File: src/rtl/axi_ar_error_responder.sv
// axi_ar_error_responder: answers an unmapped AR with ARLEN+1 DECERR R beats after earlier reads drain.
// Optional macro AXI_ERR_RDATA_PATTERN_EN drives 32'hBADACCE5 on rdata_o instead of zeros.
module axi_ar_error_responder #(
    parameter int ID_WIDTH   = 4,
    parameter int DATA_WIDTH = 64,
    parameter int USER_WIDTH = 6
) (
    input  logic                  clk,
    input  logic                  rst_n,
    input  logic                  error_req_i,
    input  logic                  sample_ardata_info_i,
    input  logic [ID_WIDTH-1:0]   arid_i,
    input  logic [7:0]            arlen_i,
    input  logic [USER_WIDTH-1:0] aruser_i,
    input  logic                  outstanding_trans_i,
    output logic                  error_gnt_o,
    output logic                  rvalid_o,
    input  logic                  rready_i,
    output logic [ID_WIDTH-1:0]   rid_o,
    output logic [DATA_WIDTH-1:0] rdata_o,
    output logic [1:0]            rresp_o,
    output logic                  rlast_o,
    output logic [USER_WIDTH-1:0] ruser_o,
    output logic                  busy_o
);
    typedef enum logic [1:0] {IDLE, DRAIN, SEND} state_e;

    state_e                state_q, state_d;
    logic [7:0]            cnt_q, cnt_d;
    logic [ID_WIDTH-1:0]   id_q, id_d;
    logic [USER_WIDTH-1:0] user_q, user_d;

    always_comb begin
        state_d     = state_q;
        cnt_d       = cnt_q;
        id_d        = id_q;
        user_d      = user_q;
        rvalid_o    = 1'b0;
        error_gnt_o = 1'b0;
        case (state_q)
            IDLE: if (sample_ardata_info_i) begin
                state_d = DRAIN;
                id_d    = arid_i;
                user_d  = aruser_i;
                cnt_d   = arlen_i;
            end
            DRAIN: if (!outstanding_trans_i) state_d = SEND;
            SEND: begin
                rvalid_o = 1'b1;
                if (rready_i) begin
                    if (cnt_q == 8'd0) begin
                        error_gnt_o = 1'b1;
                        state_d     = IDLE;
                    end else begin
                        cnt_d = cnt_q - 8'd1;
                    end
                end
            end
            default: state_d = IDLE;
        endcase
    end

    always_ff @(posedge clk or negedge rst_n) begin
        if (!rst_n) begin
            state_q <= IDLE;
            cnt_q   <= '0;
            id_q    <= '0;
            user_q  <= '0;
        end else begin
            state_q <= state_d;
            cnt_q   <= cnt_d;
            id_q    <= id_d;
            user_q  <= user_d;
        end
    end

    assign rlast_o = (state_q == SEND) && (cnt_q == 8'd0);
    assign rresp_o = rvalid_o ? 2'b11 : 2'b00;
    assign busy_o  = state_q != IDLE;
    assign rid_o   = id_q;
    assign ruser_o = user_q;

`ifdef AXI_ERR_RDATA_PATTERN_EN
    localparam logic [DATA_WIDTH-1:0] PATTERN = {(DATA_WIDTH/32){32'hBADACCE5}};
    // rdata is constant once any burst has started, so a flag replaces a data register
    logic pat_q;
    always_ff @(posedge clk or negedge rst_n) begin
        if (!rst_n) pat_q <= 1'b0;
        else if (state_q == DRAIN && !outstanding_trans_i) pat_q <= 1'b1;
    end
    assign rdata_o = pat_q ? PATTERN : '0;
`else
    assign rdata_o = '0;
`endif

    a_sample_needs_req: assert property (@(posedge clk) disable iff (!rst_n)
        sample_ardata_info_i |-> error_req_i);
endmodule

File: config.mk
export PLATFORM = sky130hd
export DESIGN_NAME = axi_ar_error_responder
export DESIGN_NICKNAME = d
export VERILOG_FILES = /design/src/rtl/axi_ar_error_responder.sv
export SDC_FILE = /design/constraint.sdc
export NUM_CORES = 1
export LEC_CHECK = 0
export ABC_AREA = 1
export BUFFER_PORTS_ARGS = -buffer_cell sky130_fd_sc_hd__clkbuf_2
export CORE_MARGIN = 2
export CORE_UTILIZATION = 38
export DETAILED_ROUTE_END_ITERATION = 16
export PLACE_DENSITY = 0.76
export SYNTH_ARGS = -nofsm -noshare
export SYNTH_HDL_FRONTEND = slang
export SYNTH_SLANG_ARGS = --single-unit
File: constraint.sdc
create_clock -name clk -period 1.3 [get_ports clk]
set_clock_uncertainty 0.1 [all_clocks]
set_input_delay 0.26 -clock clk [delete_from_list [all_inputs] [get_ports clk]]
set_output_delay 0.26 -clock clk [all_outputs]
set_load 0.005 [all_outputs]
==> results of run 1 <==
-- layer usage --
layer / global-route usage (%) / up-vias
met1: 16.2 / 574
met3: 1.62 / 2
met4: 3.19 / 0
li1: - / 641
met5: 0 / -
met2: 21.6 / 54
-- tightest hold or removal path: cells and delay by family --
kind	cells	cell delay, ps
simple gates	2	110
buf+inv	1	70
-- layout make-up --
type / count / share of cell area (%)
inverters: 20 / 4.02
clock buffers: 3 / 2.07
repair buffers: 66 / 23.2
clock inverters: 1 / 1.51
flip-flops and latches: 20 / 25.2
repair inverters: 1 / 0.188
multi-input cells: 162 / 40.7
well taps: 50 / 3.14
-- flip-flops by register name (all words and copies together) (netlist names) --
register and count:
state_q 2, rid_o 4, ruser_o 6, cnt_q 8
-- synthesized netlist by cell type --
cell type / count
o21ai_0: 5
inv_1: 18
inv_4: 1
mux2_2: 8
dfrtp_1: 20
nand3_2: 1
conb_1: 1
nor2_2: 3
buf_2: 1
mux2_1: 2
buf_4: 67
o21ai_1: 4
o211ai_1: 1
nor2_1: 16
nand2_4: 1
nand3_1: 11
ha_1: 2
clkinv_1: 1
nand2_1: 43
-- power by group through the flow --
stage          logic, uW  registers (uW)  clock network [uW]
6_report            3080            1120                 608
5_1_grt             3480            1160                 662
4_1_cts             2860            1120                 631
3_5_place_dp        2440            1140                   0
3_3_place_gp        2370            1120                   0
2_1_floorplan       1660            1140                   0
-- kinds of logic after synthesis --
kind of cell / share of synthesized area, %
AOI/OAI and AO/OA: 3.29
adders and majority gates: 1.57
other: 0.235
and+or+nand+nor: 19.8
DFF: 31.3
buffers and inverters: 36.7
muxes: 7.05
-- stage by stage --
step | cell area, sq um | worst slack [ps] | utilization [%] | power (uW) | hold slack (ps)
after floorplan | 1850 | -34.0 | - | 2800 | -136
after detailed placement | 1740 | -209 | 43.1 | 3580 | 167
final | 1990 | -359 | 49.5 | 4810 | 123
after CTS | 1930 | -431 | 47.9 | 4610 | 112
after global placement | 1740 | -152 | 43.1 | 3490 | 165
after global routing | 1990 | -453 | 49.5 | 5300 | 127
-- repair_timing --
action | 4_1_cts | 5_1_grt
pin swaps | 7 | 5
gates resized for setup | 13 | 16
buffers inserted | 8 | 1
setup endpoints to repair | 24 | 25
hold buffers | 1 | 0
endpoints found under the hold margin | 20 | 0
gates cloned | 2 | 0
-- worst max path at each step --
stage | from | endpoint | slack [ps] | depth (start not counted)
2_1_floorplan | cnt_q[1] | cnt_q[0] | -30 | 9
3_3_place_gp | cnt_q[0] | error_gnt_o | -150 | 7
3_5_place_dp | cnt_q[0] | error_gnt_o | -210 | 7
4_1_cts | cnt_q[0] | error_gnt_o | -430 | 7
5_1_grt | cnt_q[1] | error_gnt_o | -450 | 7
6_report | cnt_q[1] | error_gnt_o | -360 | 7
==> results by group, run 1 <==
Worst hold path
  • Hold Crit Endpoint: state_q[0]
  • Worst min path class: input pin to flop
  • Hold Path Depth: 3
  • Hold Crit Start: outstanding_trans_i

GRT
  • First-pass GRT wire length: 4.50 mm
  • Initial antenna violation count: 0
  • Number of global-route vias before repair: 1054
  • GRT Resource Usage Total: 12.4%
  • Gr ovfl total: 0
  • Largest net degree at the start of global routing: 21

Floorplanning
  • Die Ht: 68.8 um
  • Die ar.: 4740 sq um
  • Die Wd: 68.8 um
  • Starting Density: 39.6%
  • Row count: 23
  • IO Pins: 104
  • Core ar.: 4030 sq um

Drt
  • Drc violations: 0
  • Wirelength, routed: 2.96 mm
  • Wire length on met2: 1.54 mm
  • DR top layer: met4
  • Routed Antenna Nets: 0
  • Drt via density: 3.93
  • Via Count: 1271
  • DRT Pass-1 Iters: 4
  • Drt initial violations: 31
  • WL met3: 181 um
  • M1 WL: 1.23 mm
  • Post-DR wirelength/cell: 9.17 um

Clock network
  • TritonCTS buffer count: 3
  • Worst-path clk slew: 80 ps
  • Clk sink count: 20
  • Skew-Pair Late Insertion Delay: 250 ps
  • CTS Buffer Depth: 2
  • H-tree depth: 1
  • CTS tree: done
  • Root Buffer: clkbuf_8

Place
  • PortBufs: 38
  • HPWL Detailed: 2.23 mm
  • RD Place Congestion: 0.768
  • Cell total after placement: 307

Pwr
  • Internal Power: 2940 uW
  • Clock network fraction of total power: 12.6%
  • Peak supply drop: 0.000982 V
  • P_sw: 1870 uW
  • P per Cell Area: 2410 nW/um^2
  • Sw Ratio: 39.0%
  • Combinational fraction of design power: 64.1%
  • Leakage power: 0.00116 uW
  • Sequential share of power: 23.3%

Worst setup path
  • Crit-path cells: inv_2 > ha_4 > nand2_2 > nor2_2 > nand3_2 > nor2_2 > buf_2
  • R2R Setup Slk: -270 ps
  • CP Capture Type: output port
  • Reg2reg path depth: 11
  • Slowest CP cell: dfrtp_1
  • Worst Path Required: 940 ps
  • Top Family by Delay on Critical Path: flip-flops
  • Worst Path Buf+Inv: 2
  • Crit path largest cell delay: 390 ps
  • CP most frequent cell: nor2_2
  • Reg-to-reg startpoint: cnt_q[1]
  • Startpoint Class: flop
  • Worst-path maximum fanout: 3
  • RR Endpoint: cnt_q[0]
  • CP arrival: 1300 ps
  • Worst Path Class, Setup: flop to output port

STA
  • Setup ws final: -359 ps
  • Final Cycle Share: 128%
  • Post-route setup TNS: -4460 ps
  • Slew margin rel.: 65.3%
  • Peak Freq: 603 MHz
  • RSZ-0062 raised after global routing: true
  • Endpoints failing hold: 0
  • Fin. max-slew vios: 0
  • Minimum clock period after layout: 1660 ps
  • Setup violators final: 25
  • Slew @ Worst Pin: 521 ps

Finish
  • FF/Latch Area: 502 sq um
  • Nets: 300
  • Final Instance Count excl. Fillers: 323
  • Fill cell count: 430
  • Layout area overhead: 24.8%
  • Multi-input logic area: 811 sq um
  • Antenna cell count: 0
  • Most frequent cells in the layout: conb_1, nand2_1, clkbuf_2
  • Proportion of layout cells with a drive suffix above 1: 37.0%
  • Most common cell after layout, fill and taps aside: conb_1

Logic synthesis
  • Yosys reg bits: 20
  • Largest area contributor in the synthesized netlist: buf_4
  • Top cells by area, synth: buf_4, dfrtp_1, nand2_1
  • Cells after synthesis: 206
  • Unique masters post-synth: 19
  • Register area share after synthesis: 31.3%
  • Share of the synthesized area in the top cell type: 31.5%
  • Ys Warns: 0
  • Syn Area/Cell: 7.75 sq um
  • Post-Syn Area: 1600 sq um

Job
  • Max-cap violations: 0

Outcome
  • Outcome: finished with violations
  • Failing checks: setup timing
(Power assumes the default switching activity.)
==> run 2, diff against run 1 <==
Settings changed: CELL_PAD_IN_SITES_DETAIL_PLACEMENT set to 0, CELL_PAD_IN_SITES_GLOBAL_PLACEMENT set to 1, CORE_UTILIZATION 38 to 26, PLACE_DENSITY 0.76 to not set, PLACE_DENSITY_LB_ADDON set to 0.1, RECOVER_POWER set to 50.
==> run 2 against run 1 <==
  * Fmax down 0.47%
  * First-iteration DRC count rose by 3.2%
  * Flip-flop and latch count did not move
  * The flow still finishes with violations (setup timing)
  * Design area increased by 5.1%
  * Largest power group unchanged
  * Sequential share of layout area is 1.2 points lower
  * Critical path type unchanged
==> results by group, run 2 (synthesized netlist as in run 1, its figures left out) <==
Worst setup path
  • Worst Path Class, Setup: flop to output port
  • Worst-path maximum fanout: 3
  • Worst Path Buf+Inv: 2
  • Slowest CP cell: dfrtp_1
  • Top Family by Delay on Critical Path: flip-flops
  • Crit path largest cell delay: 400 ps
  • CP arrival: 1310 ps
  • Worst Setup SP: cnt_q[1]
  • Crit-path cells: inv_2 > ha_4 > nand2_2 > nor2_2 > nand3_2 > nor2_1 > buf_2
  • Worst Path Required: 940 ps
  • Startpoint Class: flop
  • Reg-to-reg startpoint: cnt_q[1]
  • CP Capture Type: output port

GRT
  • GRT Resource Usage Total: 10.2%
  • Gr ovfl total: 0
  • Initial antenna violation count: 0
  • First-pass GRT wire length: 5.18 mm
  • Largest net degree at the start of global routing: 21
  • Number of global-route vias before repair: 1109

Job
  • Max-cap violations: 0

Floorplanning
  • Starting Density: 27.0%
  • Core ar.: 5920 sq um
  • IO Pins: 104
  • Die ar.: 6780 sq um
  • Die Wd: 82.4 um
  • Die Ht: 82.4 um
  • Row count: 28

Pwr
  • Clock network fraction of total power: 12.7%
  • Internal Power: 3010 uW
  • Combinational fraction of design power: 64.9%
  • Overall power: 4990 uW
  • P_sw: 1970 uW
  • Peak supply drop: 0.000816 V
  • Sw Ratio: 39.5%
  • Sequential share of power: 22.3%
  • P per Cell Area: 2380 nW/um^2
  • Leakage power: 0.00121 uW

Outcome
  • Outcome: finished with violations
  • Failing checks: setup timing

STA
  • Peak Freq: 600 MHz
  • Slew margin rel.: 63.9%
  • Endpoints failing hold: 0
  • Hold slack: 128 ps
  • Setup ws final: -367 ps
  • Minimum clock period after layout: 1670 ps
  • Setup violators final: 24
  • RSZ-0062 raised after global routing: true
  • Slew @ Worst Pin: 541 ps
  • Final Cycle Share: 128%
  • Fin. max-slew vios: 0

Worst hold path
  • Worst min path class: input pin to flop
  • Hold Crit Start: aruser_i[0]

Clock network
  • Clk sink count: 20
  • Root Buffer: clkbuf_8
  • CTS Buffer Depth: 2
  • Skew-Pair Late Insertion Delay: 260 ps
  • CTS tree: done
  • H-tree depth: 1
  • Worst-path clk slew: 80 ps
  • TritonCTS buffer count: 3

Finish
  • Layout area overhead: 31.3%
  • Most frequent cells in the layout: conb_1, nand2_1, clkbuf_2
  • Most common cell after layout, fill and taps aside: conb_1
  • Number of flip-flops in the largest register: 8
  • Antenna cell count: 0
  • Proportion of layout cells with a drive suffix above 1: 39.5%
  • Nets: 308
  • Most flops, register: cnt_q

Drt
  • Via Count: 1275
  • Drt initial violations: 32
  • Routed Antenna Nets: 0
  • Drc violations: 0
  • DRT Pass-1 Iters: 4
  • Post-DR wirelength/cell: 9.33 um
  • Wirelength, routed: 3.32 mm
  • Drt via density: 3.58

Place
  • PortBufs: 38
  • RD Place Congestion: 0.732
  • HPWL Detailed: 2.45 mm
  • Pre-CTS setup slack: -199 ps
run 2: cell count changes in the layout (fill, tap and decap cells not counted), moves of 2 or more:
| cell | previous run | this run |
|---|---|---|
| o21ai_0 | 5 | 3 |
| o21ai_1 | 3 | 6 |
| buf_4 | 20 | 29 |
| clkbuf_2 | 33 | 37 |
| buf_6 | 10 | 4 |
| nand2_1 | 41 | 39 |
run 2: metrics by stage:
step                      cell area (sq um)  setup TNS, ps  util (%)  std cells
after floorplan                        1850           -229         -        269
after global placement                 1810          -1930      30.5        337
after detailed placement               1810          -2010      30.5        337
after CTS                              1980          -4200      33.5        351
after global routing                   2100          -5180      35.4        356
final                                  2100          -3490      35.4        356
run 2: routing by layer:
metal	up-vias	wire length [um]	global-route usage, %
met2	54	1530	15.7
met1	559	1530	14.0
li1	657	-	-
met4	0	57	4.50
met3	5	202	1.63
met5	-	0	0
run 2: repair_timing:
item,CTS,global route
endpoints found under the setup margin,24,25
gates resized for setup,10,19
buffers inserted,7,6
gates cloned,2,1
hold buffers,1,0
pin swaps,7,14
endpoints found under the hold margin,20,0
run 2: layout make-up:
| type | instances | area (sq um) |
|---|---|---|
| Clock buffer | 3 | 41.3 |
| Clock inverter | 1 | 30.0 |
| Fill cell | 668 | 3820 |
| Inverter | 20 | 80.1 |
| Multi-Input combinational cell | 162 | 837 |
| Sequential cell | 20 | 502 |
| Tap cell | 75 | 93.8 |
| Timing Repair Buffer | 74 | 508 |
| Timing Repair inverter | 1 | 3.75 |
run 2: power by group through the flow:
stage	registers [uW]	clock network, uW	logic [uW]
2_1_floorplan	1140	0	1660
5_1_grt	1170	704	3680
4_1_cts	1110	663	2960
3_5_place_dp	1130	0	2610
3_3_place_gp	1130	0	2620
6_report	1110	634	3240
run 2: path summary, 6_finish.rpt:
path	endpoint	slack, ps	depth (start not counted)
max reg2reg	cnt_q[2]	-170	10
max	error_gnt_o	-370	7
max in group asynchronous	state_q[0]	210	3
min reg2reg	rid_o[0]	410	1
min	ruser_o[0]	130	2
min in group asynchronous	cnt_q[0]	490	3
==> run 3, diff against run 2 <==
Settings changed: ABC_AREA 1 to not set, PLACE_DENSITY set to 0.89, PLACE_DENSITY_LB_ADDON 0.1 to not set.
==> run 3 against run 2 <==
  * The run still ends with setup timing left
  * Core utilization grew 4.7 points
  * Design area increased by 13%
  * Synthesized cell count is 5.8% lower
  * Final cell count decreased by 0.28%
  * Combinational power is 5% lower
  * Die area shrank 0.97%
  * Setup slack worse by 190 ps
  * Clock power increased by 3.6%
  * Global-route usage grew 1.6 points
  * Via count up 15%
  * Fmax shrank 10%
==> results by group, run 3 <==
Logic synthesis
  • Async S/R FF share, synth: 100%
  • Share of the synthesized area in the top cell type: 31.7%
  • Top cells by area, synth: dfrtp_1, buf_4, nand2_1
  • Post-Syn Area: 1580 sq um
  • Commonest register cell after synthesis: dfrtp_1
  • Syn Area/Cell: 8.15 sq um
  • Yosys reg bits: 20
  • Cells after synthesis: 194
  • Most numerous cell in the Yosys netlist: buf_4
  • EDFF count, synth: 0
  • Largest area contributor in the synthesized netlist: dfrtp_1
  • Commonest cells post-synth: buf_4, nand2_1, dfrtp_1, nor2_1, a21oi_1
  • Register area share after synthesis: 31.7%
  • Unique masters post-synth: 32
  • Ys Warns: 0

STA
  • Minimum clock period after layout: 1860 ps
  • Peak Freq: 539 MHz
  • Fin. max-slew vios: 0
  • Endpoints failing hold: 0
  • RSZ-0062 raised after global routing: true
  • Setup ws final: -556 ps
  • Slew margin rel.: 64.8%
  • Slew @ Worst Pin: 527 ps
  • Setup violators final: 25
  • Final Cycle Share: 143%
  • Post-route setup TNS: -5220 ps

Worst setup path
  • Startpoint Class: flop
  • Reg-to-reg startpoint: cnt_q[0]
  • CP arrival: 1500 ps
  • Reg2reg path depth: 7
  • Worst Path Required: 940 ps
  • Worst Path Class, Setup: flop to output port
  • Crit path largest cell delay: 410 ps
  • Slowest CP cell: dfrtp_1
  • Worst Setup SP: cnt_q[0]
  • CP most frequent cell: buf_6
  • R2R Setup Slk: -530 ps
  • RR Endpoint: cnt_q[6]
  • CP Capture Type: output port
  • CP Capture Point: error_gnt_o
  • Worst-path maximum fanout: 3
  • Crit-path cells: inv_2 > ha_4 > buf_6 > and4_4 > and3_4 > buf_6

Pwr
  • P per Cell Area: 2100 nW/um^2
  • Leakage power: 0.00123 uW
  • Peak supply drop: 0.000817 V
  • Overall power: 4960 uW

Clock network
  • TritonCTS buffer count: 3
  • Worst-path clk slew: 80 ps
  • Root Buffer: clkbuf_8
  • CTS Buffer Depth: 2
  • Skew-Pair Late Insertion Delay: 280 ps
  • Clk sink count: 20
  • CTS tree: done
  • H-tree depth: 1

Floorplanning
  • Starting Density: 26.8%
  • Row count: 28
  • Die Wd: 82.0 um
  • Die Ht: 82.0 um
  • Die ar.: 6720 sq um
  • IO Pins: 104
  • Core ar.: 5890 sq um

GRT
  • GRT Resource Usage Total: 11.9%
  • Number of global-route vias before repair: 1303
  • Largest net degree at the start of global routing: 21
  • Gr ovfl total: 0
  • First-pass GRT wire length: 5.89 mm
  • Initial antenna violation count: 0

Job
  • Max-cap violations: 0

Place
  • RD Place Congestion: 0.823
  • HPWL Detailed: 2.75 mm
  • PortBufs: 38

Drt
  • DRT Pass-1 Iters: 4
  • DR top layer: met4
  • Post-DR wirelength/cell: 12.1 um
  • Via Count: 1465
  • WL met3: 312 um
  • Wire length on met2: 2.25 mm
  • Wirelength, routed: 4.30 mm
  • Routed Antenna Nets: 0
  • Drt via density: 4.13
  • M1 WL: 1.56 mm
  • Drc violations: 0
  • Drt initial violations: 62

Finish
  • Fill cell count: 566
  • Antenna cell count: 0
  • Proportion of layout cells with a drive suffix above 1: 52.1%
  • Most frequent cells in the layout: conb_1, buf_4, clkbuf_2
  • FF/Latch Area: 503 sq um
  • Number of flip-flops in the largest register: 8
  • Layout area overhead: 49.4%
  • Most common cell after layout, fill and taps aside: conb_1
  • Nets: 307
  • Most flops, register: cnt_q
  • Multi-input logic area: 995 sq um

Worst hold path
  • Worst min path class: input pin to flop

Outcome
  • Failing checks: setup timing
  • Outcome: finished with violations
## run 3: layout make-up
cell class	count	area share, %
multi-input cells	160	42.1
repair buffers	89	28.4
flip-flops and latches	20	21.3
well taps	75	3.97
clock buffers	3	1.75
clock inverters	1	1.27
inverters	7	1.22
## run 3: metal layers
layer / GRT usage (%) / vias to the layer above
li1: - / 677
met1: 12.6 / 696
met2: 20.4 / 76
met3: 2.42 / 16
met4: 9.33 / 0
met5: 0 / -
## run 3: cells by family (layout without fill, tap and decap cells)
| family | Yosys count | in the layout | synth area share, % |
|---|---|---|---|
| AO/OA/AOI/OAI | 26 | 26 | 11.2 |
| flip-flops | 20 | 20 | 31.7 |
| buffers and inverters | 77 | 100 | 34.1 |
| other | 1 | 64 | 0.237 |
| adder cells (fa/ha/maj) | 2 | 2 | 1.58 |
| multiplexers | 1 | 1 | 0.633 |
| AND/OR/NAND/NOR | 67 | 67 | 20.5 |
## run 3: critical path: cells and delay by family (launching register included)
| kind | cells | cell delay, ps |
|---|---|---|
| flops | 1 | 410 |
| fa+ha+maj | 1 | 140 |
| simple gates | 2 | 400 |
| buf+inv | 3 | 270 |
## run 3: how the worst min path moves through the flow
stage,from,endpoint,slack (ps),depth (start not counted)
floorplan,rst_n,cnt_q[0],-140,0
CTS,aruser_i[4],ruser_o[4],70,3
global placement,rst_n,state_q[1],170,1
finish,arid_i[0],rid_o[0],80,3
global route,aruser_i[4],ruser_o[4],80,3
detailed placement,rst_n,state_q[1],170,1
## run 3: repair_timing
action                     CTS  global route
gates resized for setup     27            42
cloned                       0             2
hold buffers                 1             0
pin swaps                    6            29
setup endpoints to repair   25            25
hold endpoints to repair    20             0
setup buffers               11             3
## run 3: power by group
group | switching [uW] | leakage, uW | internal, uW
Combinational | 1420 | 0.000951 | 1660
Clock | 244 | 0.0000357 | 412
Sequential | 299 | 0.000239 | 931
## run 3: through the flow
| stage | std cells | cell area (sq um) | hold slack, ps | worst slack [ps] | util (%) |
|---|---|---|---|---|---|
| floorplan | 257 | 1870 | -136 | -307 | - |
| global placement | 334 | 1890 | 170 | -290 | 32.2 |
| detailed placement | 334 | 1890 | 172 | -337 | 32.2 |
| CTS | 350 | 2160 | 68.9 | -509 | 36.6 |
| global route | 355 | 2360 | 79.4 | -591 | 40.1 |
| finish | 355 | 2360 | 82.9 | -556 | 40.1 |
